--- src/rtl/dmem_arbiter_if.sv ---
// Data-memory port bundle: core request, DMA request and shared memory port.
// Pure wiring; no storage.
// Flow control is grant/stall based; there is no ready/valid buffering here.
interface dmem_arbiter_if #(
  parameter int AW = 32,
  parameter int DW = 32
);
  // Core side
  logic          cpu_req;
  logic          cpu_we;
  logic [AW-1:0] cpu_addr;
  logic [DW-1:0] cpu_wdata;
  logic [DW-1:0] cpu_rdata;
  logic          cpu_stall;
  // DMA side
  logic          dma_req;
  logic          dma_we;
  logic [AW-1:0] dma_addr;
  logic [DW-1:0] dma_wdata;
  logic          dma_gnt;
  logic [DW-1:0] dma_rdata;
  logic          dma_valid;
  // Shared memory port
  logic          mem_en;
  logic          mem_we;
  logic [AW-1:0] mem_addr;
  logic [DW-1:0] mem_wdata;
  logic [DW-1:0] mem_rdata;

  // Arbiter view
  modport slave (
    input  cpu_req, cpu_we, cpu_addr, cpu_wdata,
    input  dma_req, dma_we, dma_addr, dma_wdata,
    input  mem_rdata,
    output cpu_rdata, cpu_stall,
    output dma_gnt, dma_rdata, dma_valid,
    output mem_en, mem_we, mem_addr, mem_wdata
  );

  // Requester/memory view (core, DMA engine and memory model together)
  modport master (
    output cpu_req, cpu_we, cpu_addr, cpu_wdata,
    output dma_req, dma_we, dma_addr, dma_wdata,
    output mem_rdata,
    input  cpu_rdata, cpu_stall,
    input  dma_gnt, dma_rdata, dma_valid,
    input  mem_en, mem_we, mem_addr, mem_wdata
  );
endinterface

--- src/rtl/dmem_arbiter.sv ---
// Shares one data-memory port between the core and the DMA engine.
// Latency: core path combinational; DMA read data registered, valid the cycle after grant.
// Backpressure: losing core sees cpu_stall; DMA holds dma_req until dma_gnt, forced ahead after DMA_WAIT denials.
module dmem_arbiter #(
  parameter int DMA_WAIT = 4,
  parameter int AW       = 32,
  parameter int DW       = 32
) (
  input  logic       clk,
  input  logic       reset,
  dmem_arbiter_if.slave bus,
  output logic [1:0] o_owner,
  output logic [3:0] o_starve_cnt
);

  typedef enum logic [1:0] {
    OWN_IDLE = 2'd0,
    OWN_CPU  = 2'd1,
    OWN_DMA  = 2'd2
  } owner_t;

  localparam logic [3:0] LP_WAIT = 4'(DMA_WAIT);

  owner_t        r_owner;
  logic [3:0]    r_starve_cnt;
  logic [DW-1:0] r_dma_rdata;
  logic          r_dma_valid;

  logic          w_dma_gnt;
  logic          w_cpu_gnt;
  logic          w_starved;

  // Grant decision: DMA wins alone or once it has been denied DMA_WAIT times; reset blocks all grants.
  always_comb begin
    w_starved = (r_starve_cnt == LP_WAIT);
    w_dma_gnt = ~reset & bus.dma_req & (~bus.cpu_req | w_starved);
    w_cpu_gnt = ~reset & bus.cpu_req & ~w_dma_gnt;
  end

  // Memory port mux; drives zeros when idle so the decoder sees a quiet bus.
  always_comb begin
    bus.mem_en    = 1'b0;
    bus.mem_we    = 1'b0;
    bus.mem_addr  = '0;
    bus.mem_wdata = '0;
    if (w_dma_gnt) begin
      bus.mem_en    = 1'b1;
      bus.mem_we    = bus.dma_we;
      bus.mem_addr  = bus.dma_addr;
      bus.mem_wdata = bus.dma_wdata;
    end else if (w_cpu_gnt) begin
      bus.mem_en    = 1'b1;
      bus.mem_we    = bus.cpu_we;
      bus.mem_addr  = bus.cpu_addr;
      bus.mem_wdata = bus.cpu_wdata;
    end
  end

  // Requester-facing status; core read data is a straight pass-through.
  always_comb begin
    bus.cpu_rdata = bus.mem_rdata;
    bus.cpu_stall = ~reset & bus.cpu_req & ~w_cpu_gnt;
    bus.dma_gnt   = w_dma_gnt;
    bus.dma_rdata = r_dma_rdata;
    bus.dma_valid = r_dma_valid;
    o_owner       = r_owner;
    o_starve_cnt  = r_starve_cnt;
  end

  // Grant history, starvation counter and DMA read capture.
  always_ff @(posedge clk) begin
    if (reset) begin
      r_owner      <= OWN_IDLE;
      r_starve_cnt <= '0;
      r_dma_rdata  <= '0;
      r_dma_valid  <= 1'b0;
    end else begin
      if (w_dma_gnt)      r_owner <= OWN_DMA;
      else if (w_cpu_gnt) r_owner <= OWN_CPU;
      else                r_owner <= OWN_IDLE;

      // Counts denied DMA cycles; saturates at the forcing threshold.
      if (!bus.dma_req || w_dma_gnt)
        r_starve_cnt <= '0;
      else if (!w_starved)
        r_starve_cnt <= r_starve_cnt + 4'd1;

      // Capture read data only for granted DMA reads; writes produce no pulse.
      if (w_dma_gnt && !bus.dma_we) begin
        r_dma_rdata <= bus.mem_rdata;
        r_dma_valid <= 1'b1;
      end else begin
        r_dma_valid <= 1'b0;
      end
    end
  end

endmodule

--- src/flat_wrapper.sv ---
// flat-port wrapper written by rule: the top's interface ports become plain ports
module dmem_arbiter_flat 
#(
  parameter int DMA_WAIT = 4,
  parameter int AW       = 32,
  parameter int DW       = 32
)
  (clk, reset, o_owner, o_starve_cnt, bus_cpu_req, bus_cpu_we, bus_cpu_addr, bus_cpu_wdata, bus_dma_req, bus_dma_we, bus_dma_addr, bus_dma_wdata, bus_mem_rdata, bus_cpu_rdata, bus_cpu_stall, bus_dma_gnt, bus_dma_rdata, bus_dma_valid, bus_mem_en, bus_mem_we, bus_mem_addr, bus_mem_wdata);
  dmem_arbiter_if #(.AW(AW), .DW(DW)) bus_i ();
  input  logic clk;
  input  logic reset;
  output logic [1:0] o_owner;
  output logic [3:0] o_starve_cnt;
  input wire logic [$bits(bus_i.cpu_req)-1:0] bus_cpu_req;
  input wire logic [$bits(bus_i.cpu_we)-1:0] bus_cpu_we;
  input wire logic [$bits(bus_i.cpu_addr)-1:0] bus_cpu_addr;
  input wire logic [$bits(bus_i.cpu_wdata)-1:0] bus_cpu_wdata;
  input wire logic [$bits(bus_i.dma_req)-1:0] bus_dma_req;
  input wire logic [$bits(bus_i.dma_we)-1:0] bus_dma_we;
  input wire logic [$bits(bus_i.dma_addr)-1:0] bus_dma_addr;
  input wire logic [$bits(bus_i.dma_wdata)-1:0] bus_dma_wdata;
  input wire logic [$bits(bus_i.mem_rdata)-1:0] bus_mem_rdata;
  output wire logic [$bits(bus_i.cpu_rdata)-1:0] bus_cpu_rdata;
  output wire logic [$bits(bus_i.cpu_stall)-1:0] bus_cpu_stall;
  output wire logic [$bits(bus_i.dma_gnt)-1:0] bus_dma_gnt;
  output wire logic [$bits(bus_i.dma_rdata)-1:0] bus_dma_rdata;
  output wire logic [$bits(bus_i.dma_valid)-1:0] bus_dma_valid;
  output wire logic [$bits(bus_i.mem_en)-1:0] bus_mem_en;
  output wire logic [$bits(bus_i.mem_we)-1:0] bus_mem_we;
  output wire logic [$bits(bus_i.mem_addr)-1:0] bus_mem_addr;
  output wire logic [$bits(bus_i.mem_wdata)-1:0] bus_mem_wdata;
  assign bus_i.cpu_req = bus_cpu_req;
  assign bus_i.cpu_we = bus_cpu_we;
  assign bus_i.cpu_addr = bus_cpu_addr;
  assign bus_i.cpu_wdata = bus_cpu_wdata;
  assign bus_i.dma_req = bus_dma_req;
  assign bus_i.dma_we = bus_dma_we;
  assign bus_i.dma_addr = bus_dma_addr;
  assign bus_i.dma_wdata = bus_dma_wdata;
  assign bus_i.mem_rdata = bus_mem_rdata;
  assign bus_cpu_rdata = bus_i.cpu_rdata;
  assign bus_cpu_stall = bus_i.cpu_stall;
  assign bus_dma_gnt = bus_i.dma_gnt;
  assign bus_dma_rdata = bus_i.dma_rdata;
  assign bus_dma_valid = bus_i.dma_valid;
  assign bus_mem_en = bus_i.mem_en;
  assign bus_mem_we = bus_i.mem_we;
  assign bus_mem_addr = bus_i.mem_addr;
  assign bus_mem_wdata = bus_i.mem_wdata;
  dmem_arbiter #(.DMA_WAIT(DMA_WAIT), .AW(AW), .DW(DW)) u_core (.clk(clk), .reset(reset), .bus(bus_i), .o_owner(o_owner), .o_starve_cnt(o_starve_cnt));
endmodule
--- config.mk ---
export PLATFORM = sky130hd
export DESIGN_NAME = dmem_arbiter_flat
export DESIGN_NICKNAME = d
export VERILOG_FILES = /design/src/rtl/dmem_arbiter_if.sv /design/src/rtl/dmem_arbiter.sv /design/src/flat_wrapper.sv
export SDC_FILE = /design/constraint.sdc
export NUM_CORES = 1
export LEC_CHECK = 0
export ABC_AREA = 1
export CAP_MARGIN = 0
export CELL_PAD_IN_SITES_DETAIL_PLACEMENT = 0
export CELL_PAD_IN_SITES_GLOBAL_PLACEMENT = 1
export CORE_MARGIN = 4
export CORE_UTILIZATION = 16
export CTS_CLUSTER_DIAMETER = 100
export DETAILED_ROUTE_END_ITERATION = 8
export GPL_TIMING_DRIVEN = 0
export PLACE_DENSITY_LB_ADDON = 0.1
export SYNTH_ARGS = -nofsm -noshare
export SYNTH_HDL_FRONTEND = slang
export SYNTH_SLANG_ARGS = --single-unit
--- constraint.sdc ---
create_clock -name clk -period 1.5 [get_ports clk]
set_input_delay 0.15 -clock clk [delete_from_list [all_inputs] [get_ports clk]]
set_output_delay 0.15 -clock clk [all_outputs]
set_load 0.02 [all_outputs]
==> results by group <==
Setup path
  • Setup crit end kind: output port
  • Critical path cell sequence: inv_4 -> ha_4 -> nand3_4 -> nand2_4 -> nand2_8 -> nand2_4 -> inv_6 -> buf_12 -> clkbuf_16 -> nand2_2 -> nand2_2 -> buf_6
  • Slowest cell delay on critical path: around 0.35 ns
  • Startpoint types: flip-flop
  • Slowest cell on the critical path: dfxtp_4
  • R2R Path Start: u_core.o_starve_cnt[1]$_SDFFE_PP0N_
  • Crit path max fanout: 6
  • Arr. time, crit path: 1.75 ns
  • Crit path from: u_core.o_starve_cnt[1]$_SDFFE_PP0N_
  • Reg-to-Reg End: u_core.bus.dma_rdata[15]$_SDFFE_PP0P_
  • CP required: between 1 and 1.5 ns
  • R2r setup slk: -0.18 ns
  • Critical path class: reg -> out
  • Worst R2R Path Depth: 13
  • CP endpoint: bus_mem_wdata[8]

Place
  • IO buf count: around 300
  • Placement Setup Slack: -0.931 ns
  • Routability congestion estimate: 0.806
  • Post-DP HPWL: 13300 um

Logic synthesis
  • Cells after synthesis: roughly 550
  • Synth warn: 0
  • Synth cell count leaders: nand2_1 (264), inv_1 (105), dfxtp_1 (39)
  • Top cell type's share of synthesized area: 0.324
  • Syn avg cell area: between 5 and 6 um^2
  • Number of synthesized flops with an enable pin: 0
  • Ranking of synthesized cells by area: nand2_1 (32%), dfxtp_1 (26%), inv_1 (13%), buf_4 (9.1%), nand4_1 (6.8%)
  • Count leader, synth: nand2_1
  • Synth area leader: nand2_1
  • Mapped Area: 3050 um^2
  • Post-synthesis register bit count: 39
  • Fraction of registers with async set/reset: 0
  • Syn Nets: 721
  • Post-synth top flop: dfxtp_1
  • Sequential share of the synthesized area: 0.256
  • Cell variety after synth: 20

Pwr
  • PD cells: 529 nW/um^2
  • Tot Pwr: 4.12 mW
  • Flop pwr share: 0.263
  • Static leakage: 3.99 nW
  • Clock share of power: 0.284
  • VDD IR max: 0.353 mV
  • Share of total power in combinational logic: 0.453
  • Net Sw Power: 1.29 mW
  • Internal Power: around 2.8 mW
  • Sw frac: 0.313

STA
  • Fmax: 0.526 GHz
  • Fin crit period: 1.90 ns
  • Final worst path period share: 1.27
  • Setup ws final: -0.402 ns
  • Relative slew margins: 0.702
  • Slew @ Worst Pin: 0.447 ns
  • Final Skew: 0.00797 ns
  • Final hold viol count: 0
  • Final setup vio count: 97
  • Max-slew violation count: 0
  • RSZ-0062 raised after global routing: true

Route
  • Detailed Route WL: 17100 um
  • DR iter-0 viols: 105
  • Pre-antenna DRT Iters: 4
  • DR vias: ~4300
  • Antenna-violating nets left: 0
  • WL/cell: 15.0 um
  • Drt drc: 0
  • Vias/cell: between 3 and 4

Clock network
  • TritonCTS clock tree: built
  • Root buf cell: clkbuf_16
  • Worst-path clk slew: about 0.060 ns
  • Clock tree buffer depth: 2
  • CTS Buf Count: 5
  • Clk_lat worst skew: 0.29 ns
  • Htree depth: 2
  • CTS sink count: 39

Die
  • Total I/O pin count: 305
  • Chip height: 146 um
  • Core Box Area: 18800 um^2
  • Initial Util: 0.163
  • Die width: 146 um
  • Die ar.: 21400 um^2
  • Site row count: 50

Layout
  • Post-layout util: 0.415
  • Nets: roughly 1100
  • P&R area growth vs syn: 155%
  • Layout filler cell count: 1950
  • Share of cells above drive strength 1: 0.323

Flow run
  • Max-cap viol count: 0

Hold path
  • Hold Crit Class: reg -> reg

GRT
  • All-Layer GR Usage: 0.145
  • Initial antenna violation count: 1
  • Vias in the first global route: 4341
  • Global-route wire length before repair: 24600 um
  • Gr ovfl total: 0
  • Largest net degree at the start of global routing: 13

Status
  • Failing checks: negative setup slack
  • Status: finished, violations left
==> state kept, by name (all words and copies together), names as in the netlist <==
signal / count
u_core.bus.dma_rdata: 32
u_core.o_starve_cnt: 4
u_core.o_owner: 2
u_core.bus.dma_valid: 1
==> worst min-delay path by stage <==
stage                                                       end                                   from  cells past startpoint
final                     u_core.bus.dma_rdata[12]$_SDFFE_PP0P_  u_core.bus.dma_rdata[12]$_SDFFE_PP0P_                      4
after global routing      u_core.bus.dma_rdata[13]$_SDFFE_PP0P_  u_core.bus.dma_rdata[13]$_SDFFE_PP0P_                      4
after CTS                  u_core.bus.dma_rdata[8]$_SDFFE_PP0P_   u_core.bus.dma_rdata[8]$_SDFFE_PP0P_                      4
after detailed placement    u_core.o_starve_cnt[0]$_SDFFE_PP0N_    u_core.o_starve_cnt[0]$_SDFFE_PP0N_                      1
after global placement      u_core.o_starve_cnt[0]$_SDFFE_PP0N_    u_core.o_starve_cnt[0]$_SDFFE_PP0N_                      1
after floorplan            u_core.bus.dma_rdata[0]$_SDFFE_PP0P_                                  reset                      3
==> repair_timing <==
item	4_1_cts	5_1_grt
buffers inserted	15	10
pin swaps	4	62
gates cloned	2	11
gates resized for setup	453	128
endpoints found under the setup margin	94	119
hold buffers	0	0
==> critical path: cells and delay by family (launching register included) <==
kind	cells	cell delay, ns
adder cells (fa/ha/maj)	1	0.14
flip-flops	1	0.35
buffers and inverters	5	0.53
AND/OR/NAND/NOR	6	0.44
==> routing by layer <==
metal  vias to the layer above  routed length (um)  global-route usage
met5                         -                   0                   0
met4                         0                 257              0.0357
met3                        16                1080              0.0400
met2                       159                9100               0.276
met1                      1885                6630               0.157
li1                       2274                   -                   -
==> power by group through the flow <==
| stage | clock (mW) | sequential [mW] | combinational (mW) |
|---|---|---|---|
| floorplan | 0 | 1.15 | 0.618 |
| global placement | 0 | 1.11 | 1.58 |
| detailed placement | 0 | 1.11 | 1.58 |
| CTS | 1.23 | 1.09 | 1.70 |
| global route | 1.26 | 1.09 | 1.99 |
| finish | 1.17 | 1.09 | 1.86 |
==> logic make-up after synthesis <==
| group | after synthesis | share of synthesized area |
|---|---|---|
| fa+ha+maj | 2 | 0.00819 |
| buf+inv | 170 | 0.273 |
| compound gates | 1 | 0.00164 |
| simple gates | 339 | 0.456 |
| xor+xnor | 2 | 0.00574 |
| flops | 39 | 0.256 |
==> layout make-up <==
cell class / count / area [um^2] / area share
well taps: 234 / 293 / 0.0376
inverters: 109 / 422 / 0.0541
clock inverters: 1 / 7.51 / 0.000963
plain buffers: 60 / 577 / 0.0740
repair buffers: 341 / 3700 / 0.475
multi-input cells: 344 / 1850 / 0.237
flip-flops and latches: 39 / 790 / 0.101
diodes: 1 / 2.50 / 0.000321
clock buffers: 7 / 153 / 0.0196
==> metrics by stage <==
stage | TNS [ns] | hold slack, ns | instance area (um^2) | cells
3_3_place_gp | -62.80 | 0.435 | 6540 | 1091
4_1_cts | -25.85 | 0.512 | 7030 | 1115
6_report | -27.81 | 0.507 | 7790 | 1136
2_1_floorplan | 0 | 0.313 | 3210 | 553
5_1_grt | -36.08 | 0.539 | 7790 | 1136
3_5_place_dp | -63.11 | 0.442 | 6540 | 1091
==> cells in the final DEF, fill, tap and decap left out, types with 21 or more instances in the layout <==
cell	count
nor2_1	33
clkdlybuf4s50_1	208
nand2_1	155
dlymetal6s2s_1	21
nand4_1	33
inv_1	103
buf_4	54
buf_6	71
nand2_2	90
dfxtp_1	36
(Power assumes the default switching activity.)
